$ cat config.mk
export PLATFORM = sky130hd
export DESIGN_NAME = fc2_bias_requant
export DESIGN_NICKNAME = d
export VERILOG_FILES = /design/src/rtl/fc2_bias_requant.sv
export SDC_FILE = /design/constraint.sdc
export NUM_CORES = 2
export LEC_CHECK = 0
export CAP_MARGIN = 20
export CORE_AREA = 3 3 451 453
export CTS_BUF_LIST = sky130_fd_sc_hd__clkbuf_4 sky130_fd_sc_hd__clkbuf_8
export DETAILED_ROUTE_END_ITERATION = 10
export DIE_AREA = 0 0 454 456
export PLACE_DENSITY_LB_ADDON = 0.3
export SLEW_MARGIN = 15
export SYNTH_ARGS = -nofsm -noshare
export SYNTH_HDL_FRONTEND = slang
export SYNTH_SLANG_ARGS = --single-unit
$ cat constraint.sdc
create_clock -name clk -period 20.9 [get_ports clk]
set_clock_uncertainty 0.15 [all_clocks]
set_input_delay 3.135 -clock clk [delete_from_list [all_inputs] [get_ports clk]]
set_output_delay 3.135 -clock clk [all_outputs]
set_load 0.03 [all_outputs]
$ cat src/rtl/fc2_bias_requant.sv
// Purpose: per-lane fc2 bias add, optional ReLU, rounding requantization to signed int8 with saturation.
// Latency: 2 cycles (vector accepted at edge N is presented with out_valid after edge N+1); 1 vector/cycle.
// Backpressure: valid/ready; holds at most 2 vectors, in_ready is the stage-1 enable (independent of in_valid).
module fc2_bias_requant #(
  parameter int NUM_NEURONS = 16,
  parameter int ACC_WIDTH   = 32,
  parameter int OUT_WIDTH   = 8,
  parameter int SHIFT       = 8,
  parameter int RELU_EN     = 1
) (
  input  logic                             clk,
  input  logic                             rst_n,
  input  logic [NUM_NEURONS*ACC_WIDTH-1:0] bias,
  input  logic                             in_valid,
  output logic                             in_ready,
  input  logic [NUM_NEURONS*ACC_WIDTH-1:0] in_data,
  output logic                             out_valid,
  input  logic                             out_ready,
  output logic [NUM_NEURONS*OUT_WIDTH-1:0] out_data,
  output logic [15:0]                      sat_count
);

  // Sums are formed one bit wider than a lane so overflow is visible before clamping.
  localparam int SW    = ACC_WIDTH + 1;
  localparam int CW    = $clog2(2 * NUM_NEURONS + 1);
  localparam int RND_I = (SHIFT > 0) ? (1 << ((SHIFT > 0) ? SHIFT - 1 : 0)) : 0;

  localparam logic signed [SW-1:0] RND  = SW'(RND_I);
  localparam logic signed [SW-1:0] QMAX = SW'((1 << (OUT_WIDTH - 1)) - 1);
  localparam logic signed [SW-1:0] QMIN = SW'(-(1 << (OUT_WIDTH - 1)));
  localparam logic [ACC_WIDTH-1:0] AMAX = {1'b0, {(ACC_WIDTH-1){1'b1}}};
  localparam logic [ACC_WIDTH-1:0] AMIN = {1'b1, {(ACC_WIDTH-1){1'b0}}};

  logic                             r_s1_valid;
  logic [NUM_NEURONS*ACC_WIDTH-1:0] r_s1_dat;
  logic [NUM_NEURONS-1:0]           r_s1_sat;
  logic                             r_out_valid;
  logic [NUM_NEURONS*OUT_WIDTH-1:0] r_out_data;
  logic [15:0]                      r_sat_count;

  logic                             w_s1_en;
  logic                             w_s2_en;
  logic                             w_s1_ld;
  logic                             w_s2_ld;
  logic [NUM_NEURONS*ACC_WIDTH-1:0] w_s1_dat;
  logic [NUM_NEURONS-1:0]           w_s1_sat;
  logic [NUM_NEURONS*OUT_WIDTH-1:0] w_s2_dat;
  logic [NUM_NEURONS-1:0]           w_s2_sat;
  logic [CW-1:0]                    w_inc;
  logic [16:0]                      w_cnt_sum;

  // A stage may load when it is empty or its contents are leaving this cycle.
  assign w_s2_en   = !r_out_valid || out_ready;
  assign w_s1_en   = !r_s1_valid || w_s2_en;
  assign w_s1_ld   = w_s1_en && in_valid;
  assign w_s2_ld   = w_s2_en && r_s1_valid;
  assign in_ready  = w_s1_en;
  assign out_valid = r_out_valid;
  assign out_data  = r_out_data;
  assign sat_count = r_sat_count;

  // Stage-1 datapath: 33-bit bias add per lane, clamped back to the 32-bit range.
  always_comb begin
    logic [ACC_WIDTH-1:0]   w_a;
    logic [ACC_WIDTH-1:0]   w_b;
    logic signed [SW-1:0]   w_sum;
    w_a      = '0;
    w_b      = '0;
    w_sum    = '0;
    w_s1_dat = '0;
    w_s1_sat = '0;
    for (int i = 0; i < NUM_NEURONS; i++) begin
      w_a   = in_data[i*ACC_WIDTH +: ACC_WIDTH];
      w_b   = bias[i*ACC_WIDTH +: ACC_WIDTH];
      w_sum = $signed({w_a[ACC_WIDTH-1], w_a}) + $signed({w_b[ACC_WIDTH-1], w_b});
      if (w_sum[SW-1] != w_sum[SW-2]) begin
        w_s1_sat[i] = 1'b1;
        w_s1_dat[i*ACC_WIDTH +: ACC_WIDTH] = w_sum[SW-1] ? AMIN : AMAX;
      end else begin
        w_s1_dat[i*ACC_WIDTH +: ACC_WIDTH] = w_sum[ACC_WIDTH-1:0];
      end
    end
  end

  // Stage-2 datapath: ReLU, round-half-up arithmetic shift, clamp to the output range.
  always_comb begin
    logic [ACC_WIDTH-1:0] w_r;
    logic signed [SW-1:0] w_q;
    w_r      = '0;
    w_q      = '0;
    w_s2_dat = '0;
    w_s2_sat = '0;
    for (int i = 0; i < NUM_NEURONS; i++) begin
      w_r = r_s1_dat[i*ACC_WIDTH +: ACC_WIDTH];
      if ((RELU_EN != 0) && w_r[ACC_WIDTH-1]) begin
        w_r = '0;
      end
      w_q = ($signed({w_r[ACC_WIDTH-1], w_r}) + RND) >>> SHIFT;
      if (w_q > QMAX) begin
        w_s2_sat[i] = 1'b1;
        w_s2_dat[i*OUT_WIDTH +: OUT_WIDTH] = QMAX[OUT_WIDTH-1:0];
      end else if (w_q < QMIN) begin
        w_s2_sat[i] = 1'b1;
        w_s2_dat[i*OUT_WIDTH +: OUT_WIDTH] = QMIN[OUT_WIDTH-1:0];
      end else begin
        w_s2_dat[i*OUT_WIDTH +: OUT_WIDTH] = w_q[OUT_WIDTH-1:0];
      end
    end
  end

  // Lanes clamped at stage 1 are counted on entry; stage 2 only adds lanes not already counted.
  always_comb begin
    w_inc = '0;
    for (int i = 0; i < NUM_NEURONS; i++) begin
      if (w_s1_ld && w_s1_sat[i]) begin
        w_inc = w_inc + CW'(1);
      end
      if (w_s2_ld && w_s2_sat[i] && !r_s1_sat[i]) begin
        w_inc = w_inc + CW'(1);
      end
    end
  end

  assign w_cnt_sum = {1'b0, r_sat_count} + 17'(w_inc);

  // Pipeline registers: each stage's valid, data and flags move only on that stage's enable.
  always_ff @(posedge clk or negedge rst_n) begin
    if (!rst_n) begin
      r_s1_valid  <= 1'b0;
      r_s1_dat    <= '0;
      r_s1_sat    <= '0;
      r_out_valid <= 1'b0;
      r_out_data  <= '0;
    end else begin
      if (w_s1_en) begin
        r_s1_valid <= in_valid;
        r_s1_dat   <= w_s1_dat;
        r_s1_sat   <= w_s1_sat;
      end
      if (w_s2_en) begin
        r_out_valid <= r_s1_valid;
        r_out_data  <= w_s2_dat;
      end
    end
  end

  // Saturation counter sticks at all-ones instead of wrapping.
  always_ff @(posedge clk or negedge rst_n) begin
    if (!rst_n) begin
      r_sat_count <= '0;
    end else if (w_cnt_sum[16]) begin
      r_sat_count <= 16'hFFFF;
    end else begin
      r_sat_count <= w_cnt_sum[15:0];
    end
  end

endmodule

==> Word level (Yosys, flattened, before mapping) <==
Cells that the tools add are included.
W data, S select, Z words.
{ "word_totals": {"word_cells": 349, "in_bits": 1028, "ff_bits": 674, "output_inout_bits": 146} }
{ "classes": {"n_eq_ne": 16, "n_reduce_logical": 70, "mux": 161, "magnitude_cmp": 32, "addsub": 64} }
{ "ops": {"columns": ["cell", "count"], "rows": [
  ["$mux W32", 32],
  ["$add A32 B32 Y33", 16],
  ["$add A31 B8 Y32 const B", 16],
  ["$mux W31", 16],
  ["$lt A25 B8 Y1 const B", 16],
  ["$gt A24 B7 Y1 const B", 16],
  ["$mux W8", 32],
  ["$add A6 B1 Y6 const B", 31],
  ["$mux W6", 31],
  ["$logic_and A1 B1 Y1", 50],
  ["$mux W1", 49],
  ["$logic_not A1 Y1", 18],
  ["$add A16 B6 Y17", 1],
  ["$mux W16", 1],
  ["$ne A1 B1 Y1", 16],
  ["$logic_or A1 B1 Y1", 2]
]} }

==> Depth between registers and ports, before layout <==
{ "depth": {"word_depth": 70, "ltp_mapped": 132, "mapped_depth_nobuf": 131} }

==> Worst setup path before layout <==
OpenSTA, ideal clock, no wires.
{ "synth_timing": {"path_type": "input to register", "startpoint": "input bias[1]", "endpoint": "register r_sat_count[10] (netlist: sat_count[10])", "arrival_time_ns": 27.299, "path_buffers": 1, "slack_ns": -6.616, "path_stages": 131, "setup_ns": 0.068, "path_cell_list": "ha_1 -> a31o_2 -> a21o_1 -> a21o_1 -> a21o_1 -> a21o_1 -> a21o_1 -> a21oi_1 -> o21ai_0 -> a21oi_1 -> o21ai_0 -> a21oi_1 -> o21ai_0 -> a21oi_1 -> o21ai_0 -> a21oi_1 -> o21ai_0 -> a21oi_1 -> [... 95 more ...] -> ha_1 -> nand2_1 -> nand2_1 -> and3_1 -> o21ai_0 -> o21ai_0 -> xnor2_1 -> ha_1 -> inv_1 -> o21bai_1 -> a21oi_1 -> nor2_1 -> nand2_1 -> nor2_1 -> nand3_1 -> or2_2 -> clkbuf_1 -> nand2_1"} }
{ "synth_between": {"elab_chain_len": 69} }
{ "synth_lines": {"columns": ["item", "line", "source"], "rows": [
  ["start, declared", "13", "input logic [NUM_NEURONS*ACC_WIDTH-1:0] bias,"],
  ["$add A32 B32 Y33 *", "75", "w_sum = $signed({w_a[ACC_WIDTH-1], w_a}) + $signed({w_b[ACC_WIDTH-1], w_b});"],
  ["$ne A1 B1 Y1 *", "76", "if (w_sum[SW-1] != w_sum[SW-2]) begin"],
  ["$mux W1 *", "76", null],
  ["$logic_and A1 B1 Y1 *", "115", "if (w_s1_ld && w_s1_sat[i]) begin"],
  ["$mux W1 *", "115", null],
  ["$add A6 B1 Y6", "119", "w_inc = w_inc + CW'(1);"],
  ["$mux W6 *", "118", "if (w_s2_ld && w_s2_sat[i] && !r_s1_sat[i]) begin"],
  ["$add A6 B1 Y6", "116", "w_inc = w_inc + CW'(1);"],
  ["[... 53 more ...]", null, null],
  ["$add A6 B1 Y6", "119", null],
  ["$mux W6 *", "118", null],
  ["$add A6 B1 Y6", "116", null],
  ["$mux W6 *", "115", null],
  ["$add A6 B1 Y6", "119", null],
  ["$mux W6 *", "118", null],
  ["$add A16 B6 Y17 *", "124", "assign w_cnt_sum = {1'b0, r_sat_count} + 17'(w_inc);"],
  ["$mux W16 *", "151", "end else if (w_cnt_sum[16]) begin"],
  ["end signal, assigned", "154", "r_sat_count <= w_cnt_sum[15:0];"],
  ["end, declared", "39", "logic [15:0] r_sat_count;"]
]} }
Mark *: on every way between the ends. The rest lies on a longest branch, timed or not.
A chain may end at the register's enable or synchronous reset.

==> Final worst setup path <==
Same ends and word-level chain as after synthesis.

==> impl.org <==
** Outcome
- The run finished, with violations left.
- The final reports fail on negative setup slack.

** Drt
- Dividing the detail-routed via count by the number of cells gives 4.91.
- Number of search-and-repair iterations in the first detailed-routing pass :: 5
- Via count :: approximately 53000
- For this block, the initial DRC count from the detailed router was 2764.
- Post-DR wirelength/cell :: approximately 19 microns
- After detailed routing, the number of remaining DRC violations is 0.
- In this run the remaining antenna-violating nets after routing total 0.
- After detailed routing, the total wire length is 210000 microns.

** Timing
- Unrepaired setup endpoints after global routing :: yes
- Accumulated negative setup slack :: -59.32 ns
- Post-layout min period :: 24.63 ns
- The final-report hold violation count is 0.
- The count of pins over their slew limit was 0.
- Actual transition at the worst max-transition pin :: 1.07 ns
- Fraction of the cycle the final worst path needs :: 118%
- Max-Slew Margin vs Limit :: around 29%
- Setup violations remaining at the end of the flow were counted as 16.
- Smallest setup slack after layout :: -3.73 ns
- Max Fclk :: 40.6 MHz

** Global routing
- The first global-routing pass estimated 316000 microns of wire.
- Largest net degree at the start of global routing :: ~210
- For this run, the total global-route usage over all layers was measured as between 10% and 20%.
- Number of antenna violations at the first check in global routing :: 21
- After global routing the overflow that remains totals 0.
- The via count of the first global-routing pass is 53979.

** Power
- Static power due to leakage :: 31.1 nW
- Total Power :: 0.00825 W
- Switching Fraction :: 40.6%
- Of the total power, the clock network draws 16.4%.
- Internal power :: 0.00490 W
- IR analysis of the VDD net gives a maximum drop of ~0.00019 V.
- Cell Pwr Density :: 110 mW/mm^2
- Combinational share of power :: 63.0%
- Total net switching power :: 0.00335 W
- Register share of total power :: 20.6%

** Place
- GP Congestion :: 0.953
- Instance count after placement with tap cells included :: 10538
- During placement, the flow inserted port buffers numbering 1173.
- Detailed placement ended at an HPWL of 170000 microns.

** Final layout
- Cells with a size suffix above 1 make up 12.5% of the layout.
- Number of nets at the end of the flow :: approximately 9700
- Number of non-filler instances in the completed layout :: 10866
- Area growth syn-to-layout :: 41.8%
- Most common cell after layout, fill and taps aside :: sky130_fd_sc_hd__clkdlybuf4s50_1
- Fill count :: 20260
- Most frequent cells in the layout :: sky130_fd_sc_hd__clkdlybuf4s50_1, sky130_fd_sc_hd__nor2_1, sky130_fd_sc_hd__nand2_1

** Logic synthesis
- Flip-flop and latch count after synthesis :: 562
- The cell count after synthesis came out at roughly 6500.
- Most common flop cell mapped by yosys :: sky130_fd_sc_hd__dfrtp_1
- Mean area per synthesized cell :: 8.15 sq um
- The number of nets handed over by synthesis was 8082.
- After synthesis, the share of flip-flops with an asynchronous set or reset is 100%.
- The Yosys step of the flow raised 0 warnings.
- Post-Syn Area :: 0.0530 sq mm
- Distinct cell type count after synthesis :: approximately 110
- Number of enable flip-flop cells after synthesis :: 0
- Sequential element share of the synthesized area :: between 20% and 30%

** Clocking
- The H-tree generated during clock tree synthesis spans 3 levels.
- Clock-pin slew was measured on the worst setup and hold paths at 0.06 ns.
- TritonCTS built the clock tree.
- Clock root buffer :: sky130_fd_sc_hd__clkbuf_8
- Max clock buf depth :: 3
- Insertion delay to the later sink of the worst-skew pair :: 0.82 ns
- Counting every sink on the clock net gives ~560.
- The number of clock buffers added by TritonCTS is 111.

** Setup path
- Type of the worst setup path :: in2reg
- Largest driver fanout on the critical path :: 6
- Counting stages on the worst path, the most repeated cell is sky130_fd_sc_hd__ha_4.
- The worst setup path is captured at a flop.
- Data required, critical path :: 21.50 ns
- Data on the critical path arrives at its endpoint at 25.23 ns.
- Startpoint class of the critical path :: input port
- Longest individual stage delay on the worst path :: 0.47 ns
- Worst reg-to-reg setup slack :: 0.02 ns
- Slowest cell on the critical path :: sky130_fd_sc_hd__or3b_2

** Floorplanning
- Once the floorplan was initialized, standard cells occupied 26.6% of the core.
- The die is 454 microns wide.
- The core region is approximately 0.2 sq mm.
- Vert. Die Dim :: 456 microns
- Overall die area :: 0.207 sq mm
- Total number of placement rows :: around 160
- During I/O placement, the number of pins put on the boundary was 1174.

** Min path
- The path class of the tightest hold or removal check is reg2reg.

** Job
- The tool flagged a number of max-cap violations equal to 0.
logic make-up after synthesis:
kind of cell             share of synthesized area (%)
XOR/XNOR                                          10.2
multiplexers                                      1.16
buffers and inverters                             2.95
AO/OA/AOI/OAI                                     20.5
flip-flops                                        26.5
AND/OR/NAND/NOR                                   21.4
adder cells (fa/ha/maj)                           17.3
Yosys cell counts (175+ instances only):
master | number | area (sq um)
sky130_fd_sc_hd__xnor2_1 | 285 | 2500
sky130_fd_sc_hd__xor2_1 | 257 | 2250
sky130_fd_sc_hd__ha_1 | 549 | 6870
sky130_fd_sc_hd__inv_1 | 185 | 694
sky130_fd_sc_hd__a21oi_1 | 485 | 2430
sky130_fd_sc_hd__nor3_1 | 175 | 876
sky130_fd_sc_hd__nand2_1 | 622 | 2330
sky130_fd_sc_hd__dfrtp_1 | 562 | 14100
sky130_fd_sc_hd__maj3_1 | 230 | 2300
sky130_fd_sc_hd__nand3_1 | 215 | 1080
sky130_fd_sc_hd__clkbuf_1 | 221 | 830
sky130_fd_sc_hd__o21ai_0 | 483 | 2420
sky130_fd_sc_hd__nor2_1 | 693 | 2600
area by class of cell:
cell class	instances	area [sq um]	share of cell area, %
Sequential cell	562	14100	18.7
Clock inverter	35	510	0.679
Antenna cell	8	20.0	0.0266
Clock buffer	167	2140	2.84
Timing Repair Buffer	1722	16000	21.3
Inverter	189	717	0.954
Multi-Input combinational cell	5527	38400	51.1
Tap cell	2656	3320	4.42
power groups by stage:
| stage | Clock [W] | Sequential, W | Combinational [W] |
|---|---|---|---|
| final | 0.00135 | 0.00170 | 0.00520 |
| after CTS | 0.00141 | 0.00170 | 0.00492 |
| after detailed placement | 0 | 0.00171 | 0.00451 |
| after global routing | 0.00145 | 0.00175 | 0.00574 |
| after global placement | 0 | 0.00170 | 0.00441 |
| after floorplan | 0 | 0.00170 | 0.00277 |
metrics by stage:
stage               setup WS (ns)  hold slack, ns  utilization [%]  area [sq um]
floorplan                   -4.27           0.290                -         53300
global placement            -5.12           0.300             35.6         71000
detailed placement          -5.39           0.307             35.6         71100
CTS                         -3.66           0.323             37.4         74600
global route                -4.80           0.352             37.6         75200
finish                      -3.73           0.319             37.7         75200
worst max-delay path: cells and delay by family:
family / cells / cell delay [ns]
multiplexers: 8 / 1.99
AND/OR/NAND/NOR: 32 / 4.43
adder cells (fa/ha/maj): 29 / 7.35
buffers and inverters: 13 / 1.30
AO/OA/AOI/OAI: 43 / 6.72
XOR/XNOR: 2 / 0.20
routing by layer:
layer	share of wire [%]	wire length (microns)	GRT usage [%]	vias to the layer above
met5	0.020	41	0	-
met4	3.7	7750	7.36	6
met3	4.9	10300	3.35	294
met2	50	105000	35.2	1149
met1	41	86000	22.5	25225
li1	-	-	-	26714
flip-flops by register name, indices dropped and copies added (netlist names):
name,cells
r_s1_sat,16
out_data,128
sat_count,16
out_valid,1
r_s1_dat,400
r_s1_valid,1
what timing repair did:
item / in CTS / in global routing
cloned: 1 / 0
hold buffers: 0 / 0
gates resized for setup: 50 / 67
pin swaps: 57 / 97
endpoints found under the setup margin: 16 / 16
buffers inserted: 98 / 22
final timing paths:
path / depth (start not counted) / start / end
setup / recovery: 127 / bias[1] / sat_count[10]$_DFF_PN0_
hold / removal: 2 / r_s1_sat[4]$_DFFE_PN0N_ / r_s1_sat[4]$_DFFE_PN0N_
setup reg to reg: 112 / r_s1_dat[12]$_DFFE_PN0N_ / sat_count[10]$_DFF_PN0_
hold reg to reg: 2 / r_s1_sat[4]$_DFFE_PN0N_ / r_s1_sat[4]$_DFFE_PN0N_
max in group asynchronous: 3 / rst_n / r_s1_dat[202]$_DFFE_PN0N_
min in group asynchronous: 1 / rst_n / r_s1_dat[23]$_DFFE_PN0N_
Power figures use the tool's default switching activity.
